==> src/rtl/prog_loader_pkg.sv <==
// Shared types and helpers for the program loader.
package prog_loader_pkg;

    localparam int CSUM_W = 8;

    typedef enum logic [2:0] {
        S_IDLE,
        S_COUNT,
        S_DATA,
        S_CHECK,
        S_DONE,
        S_ERR
    } loader_state_t;

    function automatic int bytes_per_instr(input int i_size);
        return (i_size + 7) / 8;
    endfunction

endpackage

==> src/rtl/prog_loader_if.sv <==
// Byte stream input and program memory write port of the loader.
interface prog_loader_if #(
    parameter int p_size = 6,
    parameter int i_size = 24
);
    logic [7:0]        in_data;
    logic              in_valid;
    logic              in_ready;
    logic              wr_en;
    logic [p_size-1:0] wr_addr;
    logic [i_size-1:0] wr_data;

    // Stream source / memory side
    modport master (
        output in_data, in_valid,
        input  in_ready, wr_en, wr_addr, wr_data
    );

    // Loader side
    modport slave (
        input  in_data, in_valid,
        output in_ready, wr_en, wr_addr, wr_data
    );
endinterface

==> src/rtl/prog_loader_instr_packer.sv <==
// Packs BPI bytes, MSB first, into one instruction word. The word output and
// the completion pulse are combinational on the byte that finishes the word,
// so the parent can register them in the same cycle.
module instr_packer
    import prog_loader_pkg::*;
#(
    parameter int i_size = 24
) (
    input  logic              clk_i,
    input  logic              rst_n_i,
    input  logic              clear_i,
    input  logic              byte_valid_i,
    input  logic [7:0]        byte_i,
    output logic [i_size-1:0] word_o,
    output logic              word_complete_o
);
    localparam int BPI   = bytes_per_instr(i_size);
    localparam int IDX_W = (BPI > 1) ? $clog2(BPI) : 1;
    localparam logic [IDX_W-1:0] IDX_LAST = IDX_W'(BPI - 1);

    logic [IDX_W-1:0] idx_q;

    // Byte index within the current word; wraps after the last byte.
    always_ff @(posedge clk_i) begin
        if (!rst_n_i || clear_i) begin
            idx_q <= '0;
        end else if (byte_valid_i) begin
            idx_q <= (idx_q == IDX_LAST) ? '0 : idx_q + 1'b1;
        end
    end

    assign word_complete_o = byte_valid_i && (idx_q == IDX_LAST);

    // Only the earlier BPI-1 bytes need storing; the final byte is taken
    // straight from the input. Excess high bits of the first byte fall off
    // in the truncating cast.
    if (BPI > 1) begin : g_hist
        localparam int HIST_W = (BPI - 1) * 8;
        logic [HIST_W-1:0] hist_q;

        // Shift history left one byte per accepted byte.
        always_ff @(posedge clk_i) begin
            if (!rst_n_i || clear_i) begin
                hist_q <= '0;
            end else if (byte_valid_i) begin
                hist_q <= (hist_q << 8) | HIST_W'(byte_i);
            end
        end

        assign word_o = i_size'({hist_q, byte_i});
    end else begin : g_single
        assign word_o = i_size'(byte_i);
    end

endmodule

==> src/rtl/prog_loader.sv <==
// Framed byte-stream program loader: count byte, N packed instructions,
// checksum byte. Writes each word to program memory and holds the CPU
// until the load finishes.
//
// state   | meaning
// --------+----------------------------------------------------------
// S_IDLE  | out of reset, waiting for start
// S_COUNT | expecting the instruction count byte
// S_DATA  | receiving instruction bytes, writing completed words
// S_CHECK | expecting the checksum byte
// S_DONE  | load good, CPU released
// S_ERR   | framing or checksum failure, CPU still held
module prog_loader
    import prog_loader_pkg::*;
#(
    parameter int p_size = 6,
    parameter int i_size = 24
) (
    input  logic         Clock,
    input  logic         nReset,
    input  logic         start,
    prog_loader_if.slave bus,
    output logic         cpu_hold,
    output logic         done,
    output logic         error
);
    // Largest legal count; 9 bits so p_size = 8 (256) is representable.
    localparam logic [8:0] MAX_N = 9'(1 << p_size);

    loader_state_t     state_q;
    logic [p_size-1:0] addr_q;
    logic [7:0]        remain_q;
    logic [CSUM_W-1:0] acc_q;
    logic              in_ready_q;
    logic              wr_en_q;
    logic [p_size-1:0] wr_addr_q;
    logic [i_size-1:0] wr_data_q;
    logic              cpu_hold_q;
    logic              done_q;
    logic              error_q;

    logic              accept;
    logic              start_ok;
    logic              count_bad;
    logic [CSUM_W-1:0] acc_d;
    logic              pk_valid;
    logic [i_size-1:0] pk_word;
    logic              pk_complete;

    assign accept    = bus.in_valid && in_ready_q;
    assign start_ok  = start && ((state_q == S_IDLE) || (state_q == S_DONE) ||
                                 (state_q == S_ERR));
    assign count_bad = (bus.in_data == 8'd0) || ({1'b0, bus.in_data} > MAX_N);
    assign acc_d     = acc_q + bus.in_data;
    assign pk_valid  = accept && (state_q == S_DATA);

    instr_packer #(.i_size(i_size)) u_packer (
        .clk_i           (Clock),
        .rst_n_i         (nReset),
        .clear_i         (start_ok),
        .byte_valid_i    (pk_valid),
        .byte_i          (bus.in_data),
        .word_o          (pk_word),
        .word_complete_o (pk_complete)
    );

    // Load sequencing FSM with all outputs registered.
    always_ff @(posedge Clock) begin
        if (!nReset) begin
            state_q    <= S_IDLE;
            addr_q     <= '0;
            remain_q   <= '0;
            acc_q      <= '0;
            in_ready_q <= 1'b0;
            wr_en_q    <= 1'b0;
            wr_addr_q  <= '0;
            wr_data_q  <= '0;
            cpu_hold_q <= 1'b0;
            done_q     <= 1'b0;
            error_q    <= 1'b0;
        end else begin
            wr_en_q <= 1'b0;
            case (state_q)
                S_IDLE, S_DONE, S_ERR: begin
                    if (start) begin
                        state_q    <= S_COUNT;
                        addr_q     <= '0;
                        acc_q      <= '0;
                        in_ready_q <= 1'b1;
                        cpu_hold_q <= 1'b1;
                        done_q     <= 1'b0;
                        error_q    <= 1'b0;
                    end
                end
                S_COUNT: begin
                    if (accept) begin
                        acc_q <= acc_d;
                        if (count_bad) begin
                            state_q    <= S_ERR;
                            in_ready_q <= 1'b0;
                            error_q    <= 1'b1;
                        end else begin
                            state_q  <= S_DATA;
                            remain_q <= bus.in_data;
                        end
                    end
                end
                S_DATA: begin
                    if (accept) begin
                        acc_q <= acc_d;
                    end
                    if (pk_complete) begin
                        wr_en_q   <= 1'b1;
                        wr_addr_q <= addr_q;
                        wr_data_q <= pk_word;
                        addr_q    <= addr_q + 1'b1;
                        remain_q  <= remain_q - 1'b1;
                        if (remain_q == 8'd1) begin
                            state_q <= S_CHECK;
                        end
                    end
                end
                S_CHECK: begin
                    if (accept) begin
                        acc_q      <= acc_d;
                        in_ready_q <= 1'b0;
                        if (acc_d == '0) begin
                            state_q    <= S_DONE;
                            done_q     <= 1'b1;
                            cpu_hold_q <= 1'b0;
                        end else begin
                            state_q <= S_ERR;
                            error_q <= 1'b1;
                        end
                    end
                end
                default: begin
                    state_q <= S_IDLE;
                end
            endcase
        end
    end

    assign bus.in_ready = in_ready_q;
    assign bus.wr_en    = wr_en_q;
    assign bus.wr_addr  = wr_addr_q;
    assign bus.wr_data  = wr_data_q;
    assign cpu_hold     = cpu_hold_q;
    assign done         = done_q;
    assign error        = error_q;

endmodule
==> src/flat_wrapper.sv <==
// flat-port wrapper written by rule: the top's interface ports become plain ports
module prog_loader_flat import prog_loader_pkg::*;
#(
    parameter int p_size = 6,
    parameter int i_size = 24
)
  (Clock, nReset, start, cpu_hold, done, error, bus_in_data, bus_in_valid, bus_in_ready, bus_wr_en, bus_wr_addr, bus_wr_data);
  prog_loader_if #(.p_size(p_size), .i_size(i_size)) bus_i ();
  input  logic Clock;
  input  logic nReset;
  input  logic start;
  output logic cpu_hold;
  output logic done;
  output logic error;
  input wire logic [$bits(bus_i.in_data)-1:0] bus_in_data;
  input wire logic [$bits(bus_i.in_valid)-1:0] bus_in_valid;
  output wire logic [$bits(bus_i.in_ready)-1:0] bus_in_ready;
  output wire logic [$bits(bus_i.wr_en)-1:0] bus_wr_en;
  output wire logic [$bits(bus_i.wr_addr)-1:0] bus_wr_addr;
  output wire logic [$bits(bus_i.wr_data)-1:0] bus_wr_data;
  assign bus_i.in_data = bus_in_data;
  assign bus_i.in_valid = bus_in_valid;
  assign bus_in_ready = bus_i.in_ready;
  assign bus_wr_en = bus_i.wr_en;
  assign bus_wr_addr = bus_i.wr_addr;
  assign bus_wr_data = bus_i.wr_data;
  prog_loader #(.p_size(p_size), .i_size(i_size)) u_core (.Clock(Clock), .nReset(nReset), .start(start), .bus(bus_i), .cpu_hold(cpu_hold), .done(done), .error(error));
endmodule
==> config.mk <==
export PLATFORM = sky130hd
export DESIGN_NAME = prog_loader_flat
export DESIGN_NICKNAME = d
export VERILOG_FILES = /design/src/rtl/prog_loader_pkg.sv /design/src/rtl/prog_loader_if.sv /design/src/rtl/prog_loader_instr_packer.sv /design/src/rtl/prog_loader.sv /design/src/flat_wrapper.sv
export SDC_FILE = /design/constraint.sdc
export NUM_CORES = 1
export LEC_CHECK = 0
export BUFFER_PORTS_ARGS = -buffer_cell sky130_fd_sc_hd__buf_2
export CORE_MARGIN = 3
export CORE_UTILIZATION = 52
export DETAILED_ROUTE_END_ITERATION = 10
export PLACE_DENSITY = 0.76
export SETUP_SLACK_MARGIN = 0.05
export SKIP_CTS_REPAIR_TIMING = 1
export SLEW_MARGIN = 20
export SYNTH_ARGS = -nofsm -noshare
export SYNTH_HDL_FRONTEND = slang
export SYNTH_SLANG_ARGS = --single-unit
==> constraint.sdc <==
create_clock -name Clock -period 1.9 [get_ports Clock]
set_input_delay 0.095 -clock Clock [delete_from_list [all_inputs] [get_ports Clock]]
set_output_delay 0.095 -clock Clock [all_outputs]
set_load 0.01 [all_outputs]
; After elaboration in Yosys (flattened, before gate mapping)
; Cells that the tools add are included.
[classes]
add_sub_neg = 4
n_mul = 0
n_div = 0
magnitude_cmp = 1
eq_ne = 17
shifts = 0
muxes = 37
n_bitwise = 1
n_reduce_logical = 28
[op_table]
columns = op, count
row1 = 8-bit 2-to-1 mux, 5
row2 = 8-bit one-hot mux with 2 select lines, 2
row3 = 3-bit 2-to-1 mux, 6
row4 = 8-bit zero test, 2
row5 = 16-bit by 8-bit OR with 16-bit output, 1
row6 = 1-bit 2-to-1 mux, 15
row7 = 6-bit 2-to-1 mux, 2
row8 = 2-bit by 1-bit != test with 1-bit output (second input constant), 6
row9 = 3-bit one-hot mux with 4 select lines, 1
row10 = 6-bit one-hot mux with 2 select lines, 1
row11 = 5-bit AND reduction, 2
row12 = 8-bit adder, 1
row13 = 8-bit by 1-bit == test with 1-bit output (second input constant), 1
row14 = 8-bit by 7-bit greater-than comparator with 1-bit output (second input constant), 1
row15 = 2-bit != test (second input constant), 4
row16 = 4-bit AND reduction, 2
row17 = 2-bit nonzero test, 4
row18 = 8-bit by 1-bit subtractor with 8-bit output (second input constant), 1
row19 = 6-bit by 1-bit adder with 6-bit output (second input constant), 1
row20 = 3-bit by 2-bit == test with 1-bit output (second input constant), 2
row21 = 3-bit == test (second input constant), 2
row22 = 1-bit one-hot mux with 3 select lines, 2
row23 = 3-bit AND reduction, 2
row24 = 6-bit AND reduction, 1
row25 = other kinds (12), 21
[word_totals]
ff_bits = 78
latch_bits = 0
mem_bits_rw = 0
romBits = 0
in_bits = 12
output_inout_bits = 35
elab_cells = 101
n_memories = 0

; Depth between registers and ports, before layout
[depth]
ltp_word = 5
mapped_depth = 8
ltp_nobuf = 8

; Cells and area by module
; Synthesis repeated with hierarchy kept, for this count alone.
[unflattened]
cells_unflattened = 429
hier_area_um2 = 3603.5
[by_module_without_submodules]
columns = mod, instances, cells_per_inst, area_per_inst_um2, seq_area_each_um2
row1 = prog_loader, 1, 358, 2887.8, 1201.2
row2 = instr_packer, 1, 71, 715.7, 360.3

; Worst setup path before layout
; OpenSTA, ideal clock, no wires.
[synth_path]
path_type = reg-to-reg
startpoint = reg u_core.acc_q[0]
endpoint = reg u_core.error_q, in the netlist u_core.error
setup_ps = 139
arrival_time_ps = 1912
t_required_ps = 1761
setup_slack_ps = -151
path_stages_with_launch = 9
n_path_buf = 0
synth_period_minus_slack_ps = 2051
cell_sequence = dfxtp_1 > ha_1 > fa_1 > a211oi_1 > nor2_1 > xor2_1 > nor4_1 > and3_1 > a311oi_1
[synth_via]
elab_chain_len = 4
[synth_rtl]
columns = element, line
row1 = "start, declared", prog_loader.sv:33  ; logic [CSUM_W-1:0] acc_q;
row2 = "start signal, assigned", prog_loader.sv:73  ; acc_q <= '0;
row3 = "start signal, assigned", prog_loader.sv:88  ; acc_q <= '0;
row4 = "start signal, assigned", prog_loader.sv:97  ; acc_q <= acc_d;
row5 = 8-bit adder, prog_loader.sv:54  ; assign acc_d = acc_q + bus.in_data;
row6 = 8-bit zero test, prog_loader.sv:127  ; if (acc_d == '0) begin
row7 = 2-bit != test (no source line), n/a
row8 = 6-bit AND reduction (no source line), n/a
row9 = "end signal, assigned", prog_loader.sv:80  ; error_q <= 1'b0;
row10 = "end signal, assigned", prog_loader.sv:92  ; error_q <= 1'b0;
row11 = "end signal, assigned", prog_loader.sv:133  ; error_q <= 1'b1;
row12 = "end, declared", prog_loader.sv:40  ; logic error_q;
; No other way between the ends.
; A chain may end at the register's enable or synchronous reset.

; Worst setup path after layout
; Ends and elaborated chain as after synthesis.

==> results.json <==
{
  "die_area_sq_mm": 0.00795,
  "pin_count": 47,
  "drv_slew": 0,
  "drt-total-wl_um": 8530,
  "ys_dominant_reg_cell": "dfxtp_1",
  "grt_max_degree": 33,
  "dpl.cell_count": 564,
  "cts_sinks": 78,
  "n_antenna_cell": 0,
  "start_util": 0.550,
  "cts.path.max_buffers": 2,
  "dieHeight_um": 89.1,
  "hold_depth": 3,
  "drtAntennaViolNets": 0,
  "cp_cell_sequence": "ha_4 -> fa_2 -> a211oi_2 -> nor2_1 -> xor2_1 -> nor4_1 -> and3_2 -> a311oi_2",
  "routedWlPerCell_um": 14.6,
  "synth.ff_latch_count": 78,
  "drc": 0,
  "critPathRequiredTime_ns": 2.15,
  "path_max_fanout": 4,
  "hold_start": "bus_in_data[5]",
  "worstSkewPairLatency_ns": 0.35,
  "finalCriticalPeriod_ns": 2.17,
  "dp_hpwl_um": 5930,
  "rsz0062_at_grt": "yes",
  "syn-instance-count": 435,
  "fmax_mhz": 462,
  "crit_path_max_incr_delay_ns": 0.40,
  "cts_tree": "yes",
  "cp_top_family": "adder cells",
  "total_leakage_power_nw": 1.71,
  "power_density_mw_per_mm2": 932,
  "worst_pin_slew_ns": 0.529,
  "layout-drive-gt1-share": 0.236,
  "reg2reg_from": "u_core.acc_q[0]",
  "cts_made_buffers": 9,
  "rows": 29,
  "critPathKind": "reg -> reg",
  "cp_num_buf_inv": 0,
  "synth-warning-count": 0,
  "antenna_found_initial": 0,
  "cp_data_arrival_time_ns": 2.42,
  "reg2reg_setup_slack_ns": -0.27,
  "grt_pass1_vias": 2975,
  "gp_congestion": 0.952,
  "clkSlewWorstSetupHoldPaths_ns": 0.08,
  "ir_worst_vdd_mv": 0.461,
  "globalRouteOverflowTotal": 0,
  "nets": 523,
  "start_kind": "register",
  "portBuffers": 46,
  "cp_slowest_cell": "fa_2",
  "root_buffer": "clkbuf_8",
  "worstHoldEndpoint": "u_core.bus.wr_data[5]",
  "status": "complete, but fails checks",
  "finClkSkew_ns": 0.00688,
  "drtIter0Drc": 190,
  "via_per_inst": 5.63,
  "tns_ns": -1.02,
  "max_slew_margin": 0.647,
  "syn-cell-area_sq_mm": 0.00359,
  "cts.htree.levels": 3,
  "worstReg2RegEnd": "u_core.error",
  "syn_nets": 458,
  "synth_edf_count": 0,
  "crit_cells": 8,
  "core-area_sq_mm": 0.00653,
  "grtUsageTotal": 0.225,
  "synthDistinctLibCells": 57,
  "hold_violations": 0,
  "instances_no_fill": 582,
  "critPathCaptureType": "register",
  "layout_setup_ws_ns": -0.265,
  "syn_area_per_cell_sq_um": 8.26,
  "die_w_um": 89.1,
  "num-fill-cells": 563,
  "holdWs_ns": 0.0647,
  "hold_class": "in -> reg",
  "drv_cap": 0,
  "dr.pass1.iters": 4,
  "vias": 3277,
  "grt_pass1_wl_um": 13900,
  "violations": "negative setup slack",
  "reg2reg_depth": 8,
  "ys_seq_area_frac": 0.434,
  "area_growth_pct": 21.5,
  "setup_violations": 5,
  "async_flop_share": 0,
  "finalCritPeriodShare": 1.14
}
## synth_stat cells (all sizes together), types with 2 or more instances
master,number,area share
clkbuf,17,0.018
a21o,2,0.0045
nor2,24,0.026
nor3b,3,0.011
nor4,4,0.011
nand4,2,0.0035
dfxtp,78,0.43
ha,10,0.035
a21oi,28,0.039
a21boi,40,0.084
nor3,4,0.0056
inv,5,0.0052
xor2,8,0.019
nor2b,3,0.0052
nand4b,2,0.0049
o21ai,17,0.025
a211oi,4,0.013
nand3,14,0.021
a31oi,5,0.0087
buf,7,0.011
or3b,2,0.0056
or3,2,0.0035
and3,4,0.0070
nand2,118,0.12
a32oi,3,0.0073
o21a,2,0.0042
and2,5,0.0087
nand2b,2,0.0035
xnor2,3,0.0073
o31ai,3,0.0063
## cell usage in the layout (no fill, tap or decap), types with 2 or more instances in the layout
cell type     n
o21a_1        2
nand2_1     118
clkbuf_8     10
ha_4          2
buf_2        46
bufinv_16     2
a21oi_1      28
inv_1         5
o31ai_1       2
a21boi_0     13
xnor2_1       3
buf_4        32
nor3_1        4
nor2b_1       3
o21ai_0      14
nand4_1       2
or3_1         2
a21boi_1     27
and2_1        4
nand3_1      13
a32oi_1       3
nand4b_1      2
nand2b_1      2
dfxtp_1      77
and3_1        3
a31oi_1       5
nor2_1       22
nor4_1        3
o21ai_2       2
a211oi_4      2
xor2_1        8
clkinvlp_4    2
nor2_2        2
ha_1          8
## power breakdown
| part | switching [W] | internal, W | total [W] |
|---|---|---|---|
| Combinational | 0.000534 | 0.000375 | 0.000910 |
| Clock | 0.000618 | 0.000782 | 0.00140 |
| Sequential | 0.0000617 | 0.00170 | 0.00176 |
## layout make-up
type                            instances  area, sq um  area share
Multi-Input combinational cell        328         1990       0.456
Inverter                                5         18.8     0.00430
Sequential cell                        78         1560       0.358
Clock inverter                          6         92.6      0.0212
Timing Repair Buffer                   78          470       0.108
Tap cell                               77         96.3      0.0221
Clock buffer                           10          138      0.0315
## cell families (layout without fill, tap and decap cells)
kind of cell | Yosys count | in the layout | share of synthesized area
compound gates | 116 | 116 | 0.223
flops | 78 | 78 | 0.434
simple gates | 190 | 190 | 0.242
xor+xnor | 11 | 11 | 0.0268
buf+inv | 29 | 99 | 0.0338
fa+ha+maj | 11 | 11 | 0.0404
## worst max path at each step
stage / startpoint / slack [ns] / endpoint
CTS: u_core.acc_q[0] / -0.24 / u_core.error
detailed placement: u_core.acc_q[0] / -0.21 / u_core.error
finish: u_core.acc_q[0] / -0.27 / u_core.error
global route: u_core.acc_q[0] / -0.37 / u_core.error
floorplan: u_core.acc_q[0] / -0.01 / u_core.error
global placement: u_core.acc_q[0] / -0.12 / u_core.error
## routing by layer
layer	up-vias	share of wire	wire length [um]	global-route usage
met5	-	0	0	0
met4	0	0.010	85	0.0690
met1	1562	0.46	3920	0.294
met2	73	0.49	4170	0.374
met3	9	0.040	345	0.0470
li1	1633	-	-	-
## stage by stage
stage / worst slack, ns / util / total power, W / instance area [sq um]
floorplan: -0.0148 / - / 0.00235 / 3620
global placement: -0.118 / 0.623 / 0.00263 / 4070
detailed placement: -0.212 / 0.623 / 0.00265 / 4070
CTS: -0.240 / 0.658 / 0.00405 / 4300
global route: -0.371 / 0.669 / 0.00428 / 4370
finish: -0.265 / 0.669 / 0.00407 / 4370
## sequential cells by signal, indices dropped and copies added (netlist names)
| register | cells |
|---|---|
| u_core.acc_q | 8 |
| u_core.addr_q | 6 |
| u_core.bus.in_ready | 1 |
| u_core.bus.wr_addr | 6 |
| u_core.bus.wr_data | 24 |
| u_core.bus.wr_en | 1 |
| u_core.cpu_hold | 1 |
| u_core.done | 1 |
| u_core.error | 1 |
| u_core.remain_q | 8 |
| u_core.state_q | 3 |
| u_core.u_packer.g_hist.hist_q | 16 |
| u_core.u_packer.idx_q | 2 |
## worst reg2reg max path, cell delays in order (launching register included)
cell	delay, ns
dfxtp_2	0.34
ha_4	0.16
fa_2	0.40
a211oi_2	0.23
nor2_1	0.09
xor2_1	0.27
nor4_1	0.08
and3_2	0.24
a311oi_2	0.26
Power figures use the tool's default switching activity.
